==> src/rtl/scan_chain_driver.sv <==
// scan_chain_driver
//   Serialises WORD_W-bit load words into a scan chain (LSB first) and
//   deserialises the bits returned from the end of the chain into readback
//   words (first-sampled bit in the LSB). One word takes WORD_W+1 cycles:
//   one accept cycle in IDLE followed by WORD_W shift cycles. A running
//   bit count pulses `done` once every CHAIN_LEN shifted bits.
//
// Ports
//   clk        : clock, all state updates on the rising edge
//   reset      : synchronous, active-high
//   in_valid   : load word valid
//   in_ready   : driver accepts a load word this cycle (IDLE only)
//   in_data    : load word, shifted out LSB first
//   scan_en    : chain shift enable, high in every shifting cycle
//   scan_out   : serial data to DI of the first chain flop (0 when idle)
//   scan_in    : serial data from Q of the last chain flop
//   out_valid  : readback word valid
//   out_ready  : consumer accepts the readback word
//   out_data   : readback word
//   done       : one-cycle pulse after every CHAIN_LEN shifted bits
module scan_chain_driver #(
  parameter int WORD_W    = 8,
  parameter int CHAIN_LEN = 64
) (
  input  logic              clk,
  input  logic              reset,
  input  logic              in_valid,
  output logic              in_ready,
  input  logic [WORD_W-1:0] in_data,
  output logic              scan_en,
  output logic              scan_out,
  input  logic              scan_in,
  output logic              out_valid,
  input  logic              out_ready,
  output logic [WORD_W-1:0] out_data,
  output logic              done
);

  localparam int IDX_W = (WORD_W > 1) ? $clog2(WORD_W) : 1;
  localparam int CNT_W = $clog2(CHAIN_LEN + 1);

  localparam logic [0:0] ST_IDLE  = 1'b0;
  localparam logic [0:0] ST_SHIFT = 1'b1;

  localparam logic [IDX_W-1:0] LAST_IDX = IDX_W'(WORD_W - 1);
  localparam logic [CNT_W-1:0] LAST_CNT = CNT_W'(CHAIN_LEN - 1);

  logic [0:0]        state_r;
  logic [IDX_W-1:0]  index_r;
  logic [CNT_W-1:0]  cnt_r;
  logic [WORD_W-1:0] tx_r;
  logic [WORD_W-1:0] rx_r;
  logic              out_valid_r;
  logic [WORD_W-1:0] out_data_r;
  logic              done_r;

  logic              in_ready_s;
  logic              stall_s;
  logic              scan_en_s;
  logic              scan_out_s;
  logic              word_done_s;
  logic [WORD_W-1:0] rx_next_s;

  // Handshake, shift enable and serial data; everything is forced quiet
  // while reset is held so an aborted word produces no further pulses.
  always_comb begin
    in_ready_s  = 1'b0;
    stall_s     = 1'b0;
    scan_en_s   = 1'b0;
    scan_out_s  = 1'b0;
    word_done_s = 1'b0;
    rx_next_s   = rx_r;

    if (!reset && (state_r == ST_IDLE)) begin
      in_ready_s = 1'b1;
    end else begin
      in_ready_s = 1'b0;
    end

    // The last bit of a word would overwrite an unconsumed readback word,
    // so the shift pauses in front of it until the consumer is ready.
    stall_s = (index_r == LAST_IDX) && out_valid_r && !out_ready;

    if (!reset && (state_r == ST_SHIFT) && !stall_s) begin
      scan_en_s  = 1'b1;
      scan_out_s = tx_r[index_r];
    end else begin
      scan_en_s  = 1'b0;
      scan_out_s = 1'b0;
    end

    // RX word including the bit sampled on this edge, so a completing word
    // can be presented without an extra cycle.
    rx_next_s[index_r] = scan_in;
    word_done_s        = scan_en_s && (index_r == LAST_IDX);
  end

  // Word FSM, shift registers, readback register and chain bit counter.
  always_ff @(posedge clk) begin
    if (reset) begin
      state_r     <= ST_IDLE;
      index_r     <= {IDX_W{1'b0}};
      cnt_r       <= {CNT_W{1'b0}};
      tx_r        <= {WORD_W{1'b0}};
      rx_r        <= {WORD_W{1'b0}};
      out_valid_r <= 1'b0;
      out_data_r  <= {WORD_W{1'b0}};
      done_r      <= 1'b0;
    end else begin
      // in_ready only in IDLE and scan_en only in SHIFT: mutually exclusive.
      if (in_valid && in_ready_s) begin
        tx_r    <= in_data;
        index_r <= {IDX_W{1'b0}};
        state_r <= ST_SHIFT;
      end else if (scan_en_s) begin
        rx_r <= rx_next_s;
        if (word_done_s) begin
          index_r <= {IDX_W{1'b0}};
          state_r <= ST_IDLE;
        end else begin
          index_r <= index_r + IDX_W'(1);
        end
      end

      // A completing word wins over a consume on the same edge, so
      // out_valid stays high and the new word replaces the old one.
      if (word_done_s) begin
        out_data_r  <= rx_next_s;
        out_valid_r <= 1'b1;
      end else if (out_valid_r && out_ready) begin
        out_valid_r <= 1'b0;
      end

      if (scan_en_s) begin
        if (cnt_r == LAST_CNT) begin
          cnt_r  <= {CNT_W{1'b0}};
          done_r <= 1'b1;
        end else begin
          cnt_r  <= cnt_r + CNT_W'(1);
          done_r <= 1'b0;
        end
      end else begin
        done_r <= 1'b0;
      end
    end
  end

  assign in_ready  = in_ready_s;
  assign scan_en   = scan_en_s;
  assign scan_out  = scan_out_s;
  assign out_valid = out_valid_r;
  assign out_data  = out_data_r;
  assign done      = done_r;

endmodule

==> config.mk <==
export PLATFORM = sky130hd
export DESIGN_NAME = scan_chain_driver
export DESIGN_NICKNAME = d
export VERILOG_FILES = /design/src/rtl/scan_chain_driver.sv
export SDC_FILE = /design/constraint.sdc
export NUM_CORES = 1
export LEC_CHECK = 0
export ABC_AREA = 0
export BUFFER_PORTS_ARGS = -buffer_cell sky130_fd_sc_hd__buf_2
export CORE_MARGIN = 3
export CORE_UTILIZATION = 55
export DETAILED_ROUTE_END_ITERATION = 12
export PLACE_DENSITY = 0.78
export SYNTH_ARGS = -nofsm -noshare
export SYNTH_HDL_FRONTEND = slang
export SYNTH_SLANG_ARGS = --single-unit
==> constraint.sdc <==
create_clock -name clk -period 1.95 [get_ports clk]
set_clock_uncertainty 0.05 [all_clocks]
set_input_delay 0.0975 -clock clk [delete_from_list [all_inputs] [get_ports clk]]
set_output_delay 0.0975 -clock clk [all_outputs]
set_load 0.02 [all_outputs]
# Word level (Yosys, flattened, before mapping)
# Index checks and enable logic that the tools add are counted.
[op_classes] n_eq_ne=2 n_div=0 n_addsub=2 bitwise_logic=3 n_shift=0 mux=16 mul=0 order_cmp=2 reduce_logical=19
[op_table] cell="2-to-1 mux 1 bit" n=11
[op_table] cell="logical AND 1 bit" n=9
[op_table] cell="bitwise mux 8 bit" n=1
[op_table] cell="adder 7 x 1 -> 7 bit (second input constant)" n=1
[op_table] cell="== test 7 x 6 -> 1 bit (second input constant)" n=1
[op_table] cell="2-to-1 mux 7 bit" n=1
[op_table] cell="nonzero test 2 bit" n=3
[op_table] cell="< comparator 3 x 4 -> 1 bit (second input constant)" n=1
[op_table] cell="AND reduction 2 bit" n=2
[op_table] cell="OR reduction 2 bit" n=2
[op_table] cell="adder 3 x 1 -> 3 bit (second input constant)" n=1
[op_table] cell="binary-select mux 1 bit (select 3 bit)" n=1
[op_table] cell="demux 1 bit (select 3 bit)" n=1
[op_table] cell="== test 3 bit (second input constant)" n=1
[op_table] cell="greater-or-equal comparator 3 x 1 -> 1 bit (second input constant)" n=1
[op_table] cell="zero test 1 bit" n=3
[op_table] cell="2-to-1 mux 3 bit" n=1
[op_table] cell="NOT 1 bit" n=3
[word_totals] output_inout_bits=13 in_bits=13 mem_bits_rw=0 register_bits=37 memories=0 latch_bits=0 romBits=0 elab_cells=52

# Depth between registers and ports, before layout
# Gate-level depths: netlist of run 1.
[depth] ltp_word=10 ltp_mapped=7 depth_no_buf=6

# Worst setup path before layout of run 1
# Ideal clock, no wire load.
[synth_path] kind="flip-flop to output port" start="register index_r[0]" end="output scan_out" arrival_ns=1.981 n_path_buf=0 path_slack_ns=-0.179 stages_incl_launch_ff=6 required_time_ns=1.803 cell_sequence="dfxtp_1 > ha_1 > ha_1 > nand3b_1 > nand2_1 > a2111oi_0"
[synth_via] elab_chain_cells=6 word_cells_on_any_way=8 classes_between="1 x eq/ne; 3 x mux; 4 x reduce/logical"
[synth_rtl] element="from (decl)" line_no="49" rtl="logic [IDX_W-1:0] index_r;"
[synth_rtl] element="from (signal assigned)" line_no="102" rtl="index_r <= {IDX_W{1'b0}};"
[synth_rtl] element="from (signal assigned)" line_no="113" rtl="index_r <= {IDX_W{1'b0}};"
[synth_rtl] element="from (signal assigned)" line_no="118" rtl="index_r <= {IDX_W{1'b0}};"
[synth_rtl] element="== test 3 bit" line_no="82" rtl="stall_s = (index_r == LAST_IDX) && out_valid_r && !out_ready;"
[synth_rtl] element="logical AND 1 bit (2 in series)" line_no="82"
[synth_rtl] element="zero test 1 bit" line_no="84" rtl="if (!reset && (state_r == ST_SHIFT) && !stall_s) begin"
[synth_rtl] element="logical AND 1 bit" line_no="84"
[synth_rtl] element="2-to-1 mux 1 bit *" line_no="84"
[synth_rtl] element="to (decl)" line_no="31" rtl="output logic scan_out,"
# Mark *: on every way between the ends. The rest lies on a longest branch, timed or not. The select of a mux whose other input is x is not followed.

# Worst setup path after layout of run 1
# Ends and elaborated chain as after synthesis.

==> results of run 1 <==
==> through the flow <==
| step | std cells | utilization |
|---|---|---|
| CTS | 255 | 0.694 |
| global placement | 238 | 0.643 |
| finish | 255 | 0.709 |
| global route | 255 | 0.709 |
| floorplan | 192 | - |
| detailed placement | 238 | 0.643 |
==> critical path: stages (launching register included) <==
cell	delay, ps
dfxtp_1	330
ha_1	200
ha_1	220
nand3b_1	150
nand2_2	140
a2111oi_4	210
buf_4	190
==> flip-flops by register name, summed over array words and instances (netlist names) <==
| signal | cells |
|---|---|
| index_r | 3 |
| state_r | 1 |
| cnt_r | 7 |
| tx_r | 8 |
| rx_r | 8 |
| done | 1 |
| out_data | 8 |
| out_valid | 1 |
==> layer usage <==
layer  wire, µm  vias to the layer above
met5          0                        -
met4         68                        0
met3        143                        9
met2       2080                       33
met1       1770                      754
li1           -                      773
==> path summary, 6_finish.rpt <==
path              end  slack [ps]  depth (start not counted)
max          scan_out          20                          6
max reg2reg  cnt_r[5]         100                          5
min          cnt_r[1]         150                          2
min reg2reg  cnt_r[6]         410                          2
==> synth_stat cells, types with 3 or more instances <==
library cell  instances  area [µm²]
a211oi_1             16         120
a21oi_1              24         120
buf_2                 6        30.0
clkbuf_1              9        33.8
dfxtp_1              37         741
ha_1                  3        37.5
inv_1                 3        11.3
mux2i_1               8        80.1
nand2_1              20        75.1
nand3_1               6        30.0
nand3b_1              4        30.0
nor2_1                3        11.3
nor3_1                3        15.0
nor3b_1               6        45.0
o21ai_0              12        60.1
o31ai_1               5        37.5
or4_1                 3        22.5
==> cell families (layout without fill, tap and decap cells) <==
group / after synthesis / in the layout / synth area share
flip-flops: 37 / 37 / 0.435
multiplexers: 10 / 10 / 0.0603
adder cells (fa/ha/maj): 3 / 3 / 0.0221
buffers and inverters: 21 / 53 / 0.0596
AND/OR/NAND/NOR: 57 / 57 / 0.189
AO/OA/AOI/OAI: 64 / 64 / 0.234
==> cell type report <==
| class | instances | area share |
|---|---|---|
| clock inverter | 2 | 0.00495 |
| inverter | 4 | 0.00866 |
| timing repair buffer | 41 | 0.134 |
| sequential | 37 | 0.366 |
| multi-input combinational | 134 | 0.447 |
| tap | 31 | 0.0192 |
| clock buffer | 6 | 0.0204 |
==> report_power, final <==
| group | switching, mW | total [mW] | internal, mW |
|---|---|---|---|
| clock | 0.260 | 0.397 | 0.137 |
| sequential | 0.0182 | 0.801 | 0.782 |
| combinational | 0.0832 | 0.150 | 0.0668 |
| total | 0.361 | 1.35 | 0.987 |
==> timing repair <==
action,CTS,global route
resized for setup,1,9
hold buffers,9,0
endpoints found under the setup margin,1,6
setup buffers,0,0
endpoints found under the hold margin,10,0
cloned,0,0
==> cell usage in the layout (no fill, tap or decap), drive strengths merged <==
master	netlist	routed
o221ai	2	2
nand4b	2	2
or2	2	2
a21oi	24	24
o31ai	5	5
nand2b	3	3
clkinv	0	2
or3	1	1
clkbuf	9	6
nand3	6	6
or4	3	3
nor2b	1	1
o41ai	1	1
and3b	2	2
a41oi	1	1
inv	4	4
o311ai	1	1
dfxtp	37	37
dlygate4sd3	0	9
o211ai	1	1
nand2	20	20
a211oi	16	16
nand3b	4	4
mux2	2	2
nor3	3	3
o21ai	12	12
nor2	3	3
mux2i	8	8
nor3b	6	6
buf	8	32
and2	1	1
a2111oi	1	1
ha	3	3
==> results.txt, run 1 <==
----------------------------------------------------
[Hold path]
  Hold crit path type ... in -> reg
  Hold Path Origin ... reset

[Timing]
  Slew @ Worst Pin ... 483 ps
  Setup Total Neg Slack ... 0 ps
  Setup violations, final ... 0
  Final min period ... 1930 ps
  Final clock period utilization by the worst path ... 0.991
  Remaining max-slew budget at the tightest pin ... 0.678
  Count of pins over their slew limit ... 0
  Endpoints failing hold ... 0
  Highest achievable clock rate ... 0.517 GHz
  Unrepaired setup endpoints after global routing ... true
  Hold WS ... 148 ps
  Post-route setup slack ... 17.0 ps

[Floorplanning]
  Initial core utilization ... 0.596
  Number of placed I/O pins ... 26
  Die outline area ... 3800 µm²
  Core Area ... 2850 µm²
  Die H ... 61.6 µm
  DIE WIDTH ... 61.6 µm
  Count of standard-cell rows ... 19

[CTS]
  Later-pin clock latency in the skew report ... 350 ps
  Clock slew at the register clock pins of the worst setup and hold paths ... 110 ps
  Cell chosen for the clock root ... clkbuf_4
  Maximum count of clock buffers along a single path ... 2
  CTS Buf Count ... 5
  CTS tree ... done
  H-tree level count ... 2
  Clock sink count ... 37

[Flow run]
  Number of maximum-capacitance violations ... 0

[Logic synthesis]
  Mapped Area ... 1700 µm²
  Number of warnings reported in the yosys synthesis log ... 0
  Mapped Cells ... 192
  Most used DFF post-synth ... dfxtp_1
  Post-synthesis sequential area ratio ... 0.435
  Post-synth cell types ... 34
  Post-synth net total ... 208
  Register bit count reported by yosys ... 37
  Post-synth ARST share ... 0
  Post-synthesis average cell area ... 8.86 µm²
  Number of enable flip-flop cells after synthesis ... 0

[Drt]
  Vias after detailed routing ... 1,569
  Via count normalized by instance count ... 6.15
  Detailed-route wire length ... 4060 µm
  Initial DRC count ... 93
  Drt drc ... 0
  Router iterations before antenna repair ... 4
  Number of nets still failing antenna checks after routing ... 0
  Routed length per instance ... 15.9 µm

[Global route]
  Met3 global-route usage ... 0.0608
  Global-route met1 utilization ... 0.284
  Largest net degree at the start of global routing ... 29
  Wire length of the first global-routing pass ... 6440 µm
  GR peak layer ... met2
  Tot GR Track Use ... 0.230
  Vias in the first global route ... 1,453
  GR met2 Demand/Resource ... 0.384
  Aggregate global routing overflow ... 0
  Number of antenna violations at the first check in global routing ... 0

[Critical path]
  Startpoint types ... flop
  RR Startpoint ... index_r[0]
  Endpoint required time on the critical path ... 1800 ps
  Maximum fanout encountered on the critical timing path ... 4
  Worst Path Class, Setup ... reg -> out
  Crit end category ... output pin
  Crit path from ... index_r[0]
  Data arrival time of the critical path ... 1790 ps

[Placement]
  Global placement routability congestion ... 0.789
  Total of buffers placed on input and output ports ... 25
  Worst slack at placement ... 88.5 ps
  DP HPWL ... 2600 µm
  Placed Instance Area ... 1830 µm²

[Pwr]
  Final Total Pwr ... 1.35 mW
  Leakage power of the design ... 0.787 nW
  Power per cell area ... 667 nW/µm²
  Peak supply drop ... 0.538 mV

[Layout]
  Antenna cells ... 0
  Filler Cell Count ... 224
  Multi-input gate area in the final layout ... 903 µm²
  Net count reported at finish ... 239
  Share of layout cells above drive strength 1 ... 0.228
  Final Cell Area ... 2020 µm²
  Layout overhead on the synthesized area ... 18.8%
  Sequential cell area ... 741 µm²

[Outcome]
  Run status ... finished clean

----------------------------------------------------
Power figures use the tool's default switching activity.
==> inputs of run 2 (changes only) <==
CORE_UTILIZATION = 59   (was 55)
PLACE_DENSITY = 0.82   (was 0.78)
clock period = 2.34 ns   (was 1.95 ns; I/O delays follow)
==> run 2 against run 1 <==
  * Non-clock buffer count shrank 2
  * Via count shrank 3.4%
  * First-iteration DRC count grew 9.7%
  * Core utilization grew 4.8 points
  * Register-to-register slack gained 280 ps
  * Highest routed layer unchanged
  * Critical path depth is the same
  * Sequential power shrank 16%
  * Largest power group unchanged
  * Worst setup slack gained 230 ps
  * Count of clock-buffer cells in the layout grew 1
  * Wire length shrank 5.9%
  * Die area shrank 6.1%
==> results.txt, run 2 (synthesis results as in run 1) <==
----------------------------------------------------
[Drt]
  Initial DRC count ... 102 (+9.7%)
  Total met2 wirelength after detailed routing ... 1940 µm (-6.5%)
  Drt drc ... 0 (unchanged)
  Number of nets still failing antenna checks after routing ... 0 (unchanged)
  Detailed-route wire length ... 3820 µm (-5.9%)
  Met1 wire length ... 1680 µm (-5.1%)
  Total length of routed met3 wires ... 131 µm (-8.4%)
  Routed length per instance ... 15.2 µm (-4.7%)
  Router iterations before antenna repair ... 4 (unchanged)
  Vias after detailed routing ... 1,516 (-3.4%)
  Top layer in use ... met4
  Via count normalized by instance count ... 6.02 (-2.2%)

[Floorplanning]
  Die H ... 59.7 µm (-3.1%)
  Count of standard-cell rows ... 18 (-1)
  DIE WIDTH ... 59.7 µm (-3.1%)
  Core Area ... 2610 µm² (-8.4%)
  Number of placed I/O pins ... 26 (unchanged)
  Initial core utilization ... 0.651 (+0.0548)
  Die outline area ... 3560 µm² (-6.1%)

[Layout]
  Layout overhead on the synthesized area ... 16.2%
  Net count reported at finish ... 237 (-0.84%)
  Antenna cells ... 0 (unchanged)
  Final Cell Area ... 1980 µm² (-2.2%)
  Most frequent cells in the layout ... dfxtp_1, buf_2, a21oi_1
  Most common library cell in the layout ignoring fill and taps ... dfxtp_1
  Share of layout cells above drive strength 1 ... 0.203 (-0.0250)

[CTS]
  Clock slew at the register clock pins of the worst setup and hold paths ... 110 ps (about the same)
  Clock sink count ... 37 (unchanged)
  CTS Buf Count ... 5 (unchanged)
  H-tree level count ... 2 (unchanged)
  Setup Fix Bufs, Post-CTS ... 0 (unchanged)
  Later-pin clock latency in the skew report ... 340 ps (about the same)
  Cell chosen for the clock root ... clkbuf_4
  CTS tree ... done
  Maximum count of clock buffers along a single path ... 2 (unchanged)

[Placement]
  Total of buffers placed on input and output ports ... 25 (unchanged)
  Global placement routability congestion ... 0.858 (+8.8%)
  DP HPWL ... 2660 µm (+2.2%)
  Placed Instance Area ... 1820 µm² (-0.96%)

[Timing]
  Slew @ Worst Pin ... 503 ps (+19.3 ps)
  Highest achievable clock rate ... 0.478 GHz
  Unrepaired setup endpoints after global routing ... false
  Endpoints failing hold ... 0 (unchanged)
  Final min period ... 2090 ps
  Hold WS ... 173 ps (+24.4 ps)
  Final clock period utilization by the worst path ... 0.893
  Remaining max-slew budget at the tightest pin ... 0.662 (-0.0157)
  Count of pins over their slew limit ... 0 (unchanged)
  Setup Total Neg Slack ... 0 ps (unchanged)
  Setup violations, final ... 0 (unchanged)

[Critical path]
  Reg2reg setup slack ... 380 ps (+280 ps)
  Crit path from ... index_r[0]
  RR Startpoint ... index_r[0]
  Depth of the worst register-to-register path ... 5 (unchanged)
  Worst Path Class, Setup ... reg -> out
  Crit end category ... output pin
  Data arrival time of the critical path ... 1920 ps (+130 ps)
  Endpoint required time on the critical path ... 2170 ps (+370 ps)
  CP endpoint ... scan_out
  Critical R2R Capture ... cnt_r[5]
  Startpoint types ... flop
  Maximum fanout encountered on the critical timing path ... 14 (+10)

[Global route]
  Number of antenna violations at the first check in global routing ... 0 (unchanged)
  Wire length of the first global-routing pass ... 6370 µm (-1.2%)
  Aggregate global routing overflow ... 0 (unchanged)
  Vias in the first global route ... 1,426 (-1.9%)
  Tot GR Track Use ... 0.238 (+0.00776)
  Largest net degree at the start of global routing ... 29 (unchanged)

[Pwr]
  Peak supply drop ... 0.501 mV (-6.8%)
  Power per cell area ... 587 nW/µm² (-12%)
  Leakage power of the design ... 0.779 nW (-1.1%)

[Outcome]
  Run status ... finished clean

[Hold path]
  Hold crit path type ... in -> reg
  Hold Path Origin ... reset

[Flow run]
  Number of maximum-capacitance violations ... 0 (unchanged)

----------------------------------------------------
## run 2: area by class of cell
cell class / count / area [µm²]
Fill cell: 182 / 636
Sequential cell: 37 / 742
Tap cell: 30 / 37.5
Timing Repair Buffer: 39 / 253
Clock inverter: 1 / 5.00
Inverter: 4 / 15.0
Multi-Input combinational cell: 134 / 860
Clock buffer: 7 / 65.1
## run 2: layer usage
layer / vias to the layer above / track usage
met3: 7 / 0.0648
met1: 719 / 0.282
met4: 0 / 0.0886
met5: - / 0
met2: 30 / 0.407
li1: 760 / -
## run 2: how the worst min path moves through the flow
stage	end	depth (start not counted)
2_1_floorplan	index_r[0]	1
3_3_place_gp	tx_r[1]	3
3_5_place_dp	tx_r[6]	3
4_1_cts	out_valid	2
5_1_grt	out_valid	2
6_report	out_valid	2
## run 2: worst max-delay path, stage by stage (launching register included)
cell,delay (ps)
dfxtp_2,410
ha_1,220
ha_1,210
nand3b_1,130
nand2_1,120
a2111oi_0,270
buf_2,230
## run 2: stage by stage
step / instances / setup WS, ps / util / power (mW)
final: 252 / 250 / 0.757 / 1.16
after global placement: 235 / 392 / 0.695 / 0.778
after global routing: 252 / 66.9 / 0.757 / 1.22
after CTS: 252 / 119 / 0.756 / 1.17
after floorplan: 192 / 192 / - / 0.755
after detailed placement: 235 / 305 / 0.695 / 0.784
## run 2: what timing repair did
action                     CTS  global route
hold endpoints to repair     9             0
setup endpoints to repair    0             1
hold buffers                 9             0
gates resized for setup      0             1
## run 2: report_power, final
group	switching (mW)	leakage, nW	total [mW]	internal, mW
clock	0.203	0.0413	0.377	0.174
combinational	0.0616	0.436	0.114	0.0523
sequential	0.0182	0.302	0.670	0.652
